[src/rtl/bp_pkg.sv]
// Shared constants, sequencer state and counter arithmetic for the branch predictor table.
package bp_pkg;

  localparam int MODE_BIMODAL = 0;
  localparam int MODE_GSHARE  = 1;

  typedef enum logic {INIT, READY} seq_state_e;

  // Weakly-not-taken: the value just below the taken threshold.
  function automatic int weak_nt(input int cnt_w);
    return (1 << (cnt_w - 1)) - 1;
  endfunction

  function automatic int sat_next(input int cnt, input logic taken, input int cnt_w);
    int max_cnt;
    max_cnt = (1 << cnt_w) - 1;
    if (taken) return (cnt >= max_cnt) ? max_cnt : cnt + 1;
    else       return (cnt == 0) ? 0 : cnt - 1;
  endfunction

endpackage

[src/rtl/bp_index_hash.sv]
// PC/GHR to table index: bimodal or gshare.
// Latency: combinational.
// Backpressure: none.
module bp_index_hash
  import bp_pkg::*;
#(
  parameter int PC_W  = 32,
  parameter int IDX_W = 6,
  parameter int GHR_W = 6,
  parameter int MODE  = MODE_BIMODAL
) (
  input  logic [PC_W-1:0]  pc,
  input  logic [GHR_W-1:0] ghr,
  output logic [IDX_W-1:0] idx
);

  logic [IDX_W-1:0] pc_idx;
  logic [IDX_W-1:0] ghr_fold;
  logic             unused_bits;

  assign pc_idx      = pc[IDX_W+1:2];
  assign unused_bits = ^{pc[PC_W-1:IDX_W+2], pc[1:0], ghr, ghr_fold};

  generate
    if (GHR_W >= IDX_W) begin : g_trunc
      assign ghr_fold = ghr[IDX_W-1:0];
    end else begin : g_zext
      assign ghr_fold = {{(IDX_W-GHR_W){1'b0}}, ghr};
    end

    if (MODE == MODE_GSHARE) begin : g_gshare
      assign idx = pc_idx ^ ghr_fold;
    end else begin : g_bimodal
      assign idx = pc_idx;
    end
  endgenerate

endmodule

[src/rtl/branch_predictor_table.sv]
// Saturating-counter branch predictor table with init sweep and resolve-stage training.
// Latency: prediction 1 cycle after lookup; update writes at the request edge.
// Backpressure: none; lookups/updates during the init sweep are dropped, busy_o flags it.
module branch_predictor_table
  import bp_pkg::*;
#(
  parameter int PC_W  = 32,
  parameter int IDX_W = 6,
  parameter int CNT_W = 2,
  parameter int GHR_W = 6,
  parameter int MODE  = MODE_BIMODAL
) (
  input  logic             clk,
  input  logic             reset,
  input  logic             pred_valid_i,
  input  logic [PC_W-1:0]  pred_pc_i,
  output logic             pred_valid_o,
  output logic             pred_taken_o,
  output logic [IDX_W-1:0] pred_idx_o,
  input  logic             upd_valid_i,
  input  logic [IDX_W-1:0] upd_idx_i,
  input  logic             upd_taken_i,
  output logic             busy_o,
  output logic [GHR_W-1:0] ghr_o
);

  localparam int               DEPTH    = 2**IDX_W;
  localparam logic [CNT_W-1:0] WEAK_NT  = CNT_W'(weak_nt(CNT_W));
  localparam logic [IDX_W-1:0] LAST_IDX = IDX_W'(DEPTH - 1);

  seq_state_e       state_q, state_d;
  logic [IDX_W-1:0] ptr_q;
  logic [GHR_W-1:0] ghr_q;
  logic [GHR_W:0]   ghr_shift;
  logic             unused_ghr_msb;
  logic [CNT_W-1:0] cnt_mem [DEPTH];
  logic             ready;
  logic             lookup_en;
  logic             update_en;
  logic             bypass;
  logic [IDX_W-1:0] lkp_idx;
  logic [CNT_W-1:0] lkp_cnt;
  logic [CNT_W-1:0] upd_cnt_new;

  always_ff @(posedge clk) begin
    if (reset) state_q <= INIT;
    else       state_q <= state_d;
  end

  always_comb begin
    state_d = state_q;
    if (state_q == INIT && ptr_q == LAST_IDX) state_d = READY;
  end

  always_comb begin
    busy_o = (state_q == INIT);
    ready  = (state_q == READY);
  end

  always_ff @(posedge clk) begin
    if (reset)                 ptr_q <= '0;
    else if (state_q == INIT)  ptr_q <= ptr_q + 1'b1;
  end

  assign lookup_en = pred_valid_i && ready;
  assign update_en = upd_valid_i && ready;

  // Hash sees the GHR before this cycle's update shifts it.
  bp_index_hash #(
    .PC_W  (PC_W),
    .IDX_W (IDX_W),
    .GHR_W (GHR_W),
    .MODE  (MODE)
  ) u_hash (
    .pc  (pred_pc_i),
    .ghr (ghr_q),
    .idx (lkp_idx)
  );

  assign upd_cnt_new = CNT_W'(sat_next(int'(cnt_mem[upd_idx_i]), upd_taken_i, CNT_W));
  assign bypass      = update_en && (lkp_idx == upd_idx_i);
  assign lkp_cnt     = bypass ? upd_cnt_new : cnt_mem[lkp_idx];

  always_ff @(posedge clk) begin
    if (state_q == INIT) cnt_mem[ptr_q]     <= WEAK_NT;
    else if (update_en)  cnt_mem[upd_idx_i] <= upd_cnt_new;
  end

  assign ghr_shift      = {ghr_q, upd_taken_i};
  assign unused_ghr_msb = ghr_shift[GHR_W];

  always_ff @(posedge clk) begin
    if (reset)          ghr_q <= '0;
    else if (update_en) ghr_q <= ghr_shift[GHR_W-1:0];
  end

  assign ghr_o = ghr_q;

  always_ff @(posedge clk) begin
    if (reset) begin
      pred_valid_o <= 1'b0;
      pred_taken_o <= 1'b0;
      pred_idx_o   <= '0;
    end else begin
      pred_valid_o <= lookup_en;
      if (lookup_en) begin
        pred_taken_o <= lkp_cnt[CNT_W-1];
        pred_idx_o   <= lkp_idx;
      end
    end
  end

endmodule

[config.mk]
export PLATFORM = sky130hd
export DESIGN_NAME = branch_predictor_table
export DESIGN_NICKNAME = d
export VERILOG_FILES = /design/src/rtl/bp_pkg.sv /design/src/rtl/bp_index_hash.sv /design/src/rtl/branch_predictor_table.sv
export SDC_FILE = /design/constraint.sdc
export NUM_CORES = 1
export LEC_CHECK = 0
export ABC_AREA = 0
export CORE_ASPECT_RATIO = 0.6
export CORE_MARGIN = 4
export CORE_UTILIZATION = 45
export DETAILED_ROUTE_END_ITERATION = 16
export GPL_TIMING_DRIVEN = 1
export PLACE_DENSITY = 0.73
export SYNTH_ARGS = -nofsm -noshare
export SYNTH_HDL_FRONTEND = slang
export SYNTH_HIERARCHICAL = 1
export SYNTH_SLANG_ARGS = --single-unit
[constraint.sdc]
create_clock -name clk -period 9.8 [get_ports clk]
set_input_delay 1.47 -clock clk [delete_from_list [all_inputs] [get_ports clk]]
set_output_delay 1.47 -clock clk [all_outputs]
set_load 0.01 [all_outputs]
; After elaboration in Yosys (flattened, before gate mapping)
; Memories as Yosys holds them, arrays and structs flattened. A register that Yosys moved wholly into a read port is not among the register bits.
; Cells that the tools add are included.
[totals]
word_cells = 27
memories = 1
out_inout_bits = 15
regBits = 20
input_bits = 43
mem_bits_rw = 128
[classes]
bitwise_logic = 1
order_cmp = 1
reduce_logical = 5
n_mux = 10
add_sub_neg = 3
eq_ne = 1
[mem_list]
columns = name, words, word_bits, read_ports, rd_ports_with_merged_regs, write_ports, line
row1 = cnt_mem, 64, 2, 2, 1, 1, branch_predictor_table.sv:36  ; logic [CNT_W-1:0] cnt_mem [DEPTH];
[op_table]
columns = cell, count
row1 = 2-bit two-way mux, 4
row2 = 6-bit by 1-bit adder with 6-bit output (second input constant), 1
row3 = 6-bit equality test (second input constant), 1
row4 = 6-bit two-way mux, 1
row5 = 1-bit two-way mux, 5
row6 = 1-bit logical AND, 3
row7 = 2-bit by 1-bit adder with 2-bit output (second input constant), 1
row8 = 2-bit >= comparator (second input constant), 1
row9 = 2-bit logical NOT, 1
row10 = 2-bit OR reduction, 1
row11 = 2-bit by 1-bit subtractor with 2-bit output (second input constant), 1
row12 = 1-bit inverter, 1

; Longest topological paths before layout
[depth]
depth_word = 6
ltp_mapped = 10

; Hierarchy
; The synthesis kept the hierarchy.
[by_module_without_submodules]
columns = module, instances, seq_area_each_um2, cells_each, area_per_inst_um2
row1 = branch_predictor_table, 1, 4264.1, 531, 6989.2
row2 = bp_index_hash, 1, 0.0, 6, 45.0

; Worst setup path after synthesis
; OpenSTA, ideal clock, no wires.
[synth_timing]
path_kind = input port to flip-flop
from = in upd_idx_i[1]
to = mem cnt_mem[0][1], data pin
required_ps = 9252
path_buffers = 2
arrival_ps = 4479
cell_stages = 9
setup_slack_ps = 4774
setup_ps = 548
cell_sequence = buf_2 > buf_4 > mux2i_1 > a221oi_1 > o21ai_0 > a21o_1 > nand4_4 > nand2_1 > a21oi_1
[synth_via]
elab_chain_len = 5
elab_cells_between_ends = 9
classes_between = 2 x add/sub / 1 x order compare / 4 x mux / 1 x reduce/logical / 1 x memory
[synth_rtl]
columns = element, line
row1 = from (decl), branch_predictor_table.sv:21  ; input logic [IDX_W-1:0] upd_idx_i,
row2 = memory 64 x 2 bit *, -
row3 = "2-bit by 1-bit subtractor with 2-bit output, or another cell as far along", bp_pkg.sv:18  ; else return (cnt == 0) ? 0 : cnt - 1;
row4 = "2-bit two-way mux, on equally long branches", "bp_pkg.sv:18, bp_pkg.sv:17"
row5 = 2-bit two-way mux *, bp_pkg.sv:17  ; if (taken) return (cnt >= max_cnt) ? max_cnt : cnt + 1;
row6 = 2-bit two-way mux (no line) *, -
row7 = to (decl), branch_predictor_table.sv:36
; Mark *: on every way between the ends. The rest lies on a longest branch, timed or not.

; Worst setup path in the final report
[layout_timing]
from = in upd_idx_i[3]
to = mem cnt_mem[40][0], data pin
; Same word-level chain as after synthesis.

==> key figures <==
Critical path
  – Worst R2R Path Depth: 5
  – Worst Path Required: 9930 ps
  – FF-to-FF End: cnt_mem[63][1]$_DFFE_PP_
  – Worst setup EP type: register
  – Worst path arrival time: 4510 ps
  – Crit-path max FO: 64
  – Type of origin of the critical path: input pin
  – Crit path to: cnt_mem[40][0]$_DFFE_PP_
  – CP startpoint: upd_idx_i[3]
  – R2R Setup Slk: 6820 ps
  – Critical path type: input pin to register
  – FF-to-FF Start: ready$_SDFFE_PP0P_

Detailed routing
  – Pre-Repair DR Iteration Count: 5
  – Detailed Route Iter0 Violations: 625
  – Routed WL: 16,700 microns
  – DRC Markers: 0
  – Vias per cell: 6.06
  – Routed vias: 4,680
  – Avg WL per Cell: 21.6 microns
  – Post-route antenna net violation count: 0

Die
  – Core footprint: 15,300 sq um
  – Die Wd: 169 microns
  – Die Span Y: 105 microns
  – Die footprint: 17,800 sq um
  – Boundary Pins: 58
  – Row cnt: 35
  – Initial core utilization: 0.459

Global routing
  – GRT Overall Usage: 0.195
  – Vias in the first global route: 4,680
  – First-pass GRT wire length: 26,200 microns
  – Pin count of the biggest net entering global routing: 65
  – Grt ovf: 0
  – Initial antenna violation count: 0

Power
  – Pleak: 2.73 nW
  – VDD IR max: 0.000125 V
  – Seq pwr share: 0.464
  – Switching Share: 0.209
  – Pwr Density: 182 nW/um^2
  – Tot Pwr: 0.00148 W
  – Internal power: 0.00117 W
  – Logic pwr share: 0.061
  – Switching power: 0.000308 W
  – Clock power share: 0.476

Yosys
  – Top post-synthesis cells by area: edfxtp_1 (55%), mux4_2 (12%), dfxtp_1 (6.0%), nor2_1 (4.3%), mux2i_1 (3.8%)
  – Area leader, netlist: edfxtp_1
  – Register bit total from synthesis: 149
  – Distinct cells, synth: 43
  – Synth top area share: 0.546
  – Yosys warning total: 6
  – Count leader, synth: edfxtp_1
  – Mapped Cells: 537
  – Async set or reset register ratio after synthesis: 0
  – Avg Inst Size Synth: 13.1 sq um
  – Most used DFF post-synth: edfxtp_1
  – Register area share after synthesis: 0.606
  – Mapped Area: 7030 sq um
  – Post-synth EDFFs: 128
  – Post-Syn Nets: 581
  – Commonest cells in the netlist: edfxtp_1 (128), nor2_1 (80), nand2_1 (60), mux4_2 (36), mux2i_1 (27)

Clock network
  – Max clock buf depth: 2
  – Clock-pin slew on the worst setup and hold paths: 60 ps
  – Cts bufs inserted: 17
  – Post CTS Setup Buffer Count: 0
  – Resize count post-CTS: 0
  – Sink Count: 149
  – Clock Root Buffer: clkbuf_16
  – CTS Hold Buffers Added: 0
  – CTS tree: yes
  – Maximum level of the CTS H-tree: 4
  – Clk Latency, worst-skew pair: 420 ps

Cells and area
  – Storage cell area: 4260 sq um
  – Share of cells above drive strength 1: 0.141
  – Cell Count, Final, Fillers Out: 772
  – Fill count: 1,252
  – Multi-input logic area: 2580 sq um
  – Synth-to-layout area growth: 15.1%
  – Nets: 600
  – Final Instance Area: 8100 sq um
  – ANT cells: 0

STA
  – Worst slew pin tran: 1200 ps
  – Setup Skew: 10.9 ps
  – Fin. max-slew vios: 0
  – Hold Vio Cnt, Final: 0
  – Slew headroom: 0.194
  – Minimum clock period: 4380 ps
  – Final period util: 0.447
  – Setup-failing EPs final: 0
  – F_max: 229 MHz
  – RSZ-0062 raised after global routing: no
  – TNS Setup: 0 ps

Place
  – Placed cell count: 740
  – GPL Wtd Cong: 0.857
  – I/O Buffers: 31
  – Post-DP HPWL: 11,100 microns
  – Placed Instance Area: 7460 sq um

Flow run
  – Total of max-cap violations: 0

Status
  – Outcome: completed

Min path
  – Worst Hold Class: register to register
[cell usage in the layout (no fill, tap or decap), types with 4 or more instances in the layout]
master,instances
a211oi_1,4
a21oi_1,18
a221oi_1,4
a22oi_1,14
a31oi_1,5
buf_4,6
bufinv_16,5
clkbuf_16,17
clkdlybuf4s50_1,29
clkinv_2,4
dfxtp_1,21
edfxtp_1,128
inv_1,5
mux2i_1,27
mux4_2,36
nand2_1,60
nand2b_1,4
nand3_1,25
nor2_1,80
nor2b_1,13
o21ai_0,7
or3_1,4
xnor2_1,5
xor2_1,6
[sequential cells by signal (all words and copies together) (netlist names)]
register and flops:
cnt_mem 128, ghr_o 6, pred_idx_o 6, pred_taken_o 1, pred_valid_o 1, ptr_q 6, ready 1
[cells by family after synthesis]
kind of cell               share of synthesized area
DFF                                            0.606
AOI/OAI and AO/OA                             0.0683
muxes                                          0.156
and+or+nand+nor                                0.124
adders and majority gates                    0.00178
xor gates and xnor gates                      0.0137
buffers and inverters                         0.0304
[worst max-delay path, stage by stage]
cell	delay, ps
clkdlybuf4s50_1	1020
inv_1	280
a221oi_1	370
a22oi_1	160
a21o_1	220
nand4_4	140
a21oi_1	120
o21ai_4	140
buf_4	530
[per-layer routing]
| metal | share of wire | vias to the layer above | track usage | routed length [microns] |
|---|---|---|---|---|
| met5 | 0 | - | 0 | 0 |
| met4 | 0.018 | 0 | 0.0586 | 304 |
| met3 | 0.10 | 36 | 0.0541 | 1680 |
| met2 | 0.46 | 246 | 0.294 | 7680 |
| met1 | 0.42 | 2346 | 0.278 | 7050 |
| li1 | - | 2052 | - | - |
[cell type report]
| class | instances | area share |
|---|---|---|
| Tap cell | 203 | 0.0314 |
| Clock buffer | 19 | 0.0535 |
| Clock inverter | 13 | 0.0252 |
| Inverter | 5 | 0.00232 |
| Sequential cell | 149 | 0.527 |
| Multi-Input combinational cell | 346 | 0.318 |
| Timing Repair Buffer | 37 | 0.0426 |
[worst min path at each step]
stage,from,to,slack [ps],depth (start not counted)
6_report,pred_idx_o[2]$_SDFFE_PP0P_,pred_idx_o[2]$_SDFFE_PP0P_,460,2
5_1_grt,ghr_o[5]$_SDFFE_PP0P_,ghr_o[5]$_SDFFE_PP0P_,470,2
4_1_cts,pred_idx_o[4]$_SDFFE_PP0P_,pred_idx_o[4]$_SDFFE_PP0P_,460,2
3_5_place_dp,pred_idx_o[2]$_SDFFE_PP0P_,pred_idx_o[2]$_SDFFE_PP0P_,450,2
3_3_place_gp,ghr_o[5]$_SDFFE_PP0P_,ghr_o[5]$_SDFFE_PP0P_,440,2
2_1_floorplan,ghr_o[5]$_SDFFE_PP0P_,ghr_o[5]$_SDFFE_PP0P_,480,2
[metrics by stage]
stage,utilization,worst slack (ps),hold slack [ps]
after floorplan,-,4770,481
after global placement,0.487,5200,443
after detailed placement,0.487,5120,453
after CTS,0.528,5490,462
after global routing,0.528,5190,470
final,0.528,5420,460
[power groups by stage]
| stage | logic (W) | registers (W) | clock network [W] |
|---|---|---|---|
| 6_report | 0.0000894 | 0.000685 | 0.000702 |
| 2_1_floorplan | 0.0000624 | 0.000697 | 0 |
| 3_3_place_gp | 0.0000864 | 0.000698 | 0 |
| 3_5_place_dp | 0.0000877 | 0.000698 | 0 |
| 5_1_grt | 0.0000964 | 0.000684 | 0.000741 |
| 4_1_cts | 0.0000886 | 0.000685 | 0.000708 |
Note: power is estimated with default switching activity, not from simulation.
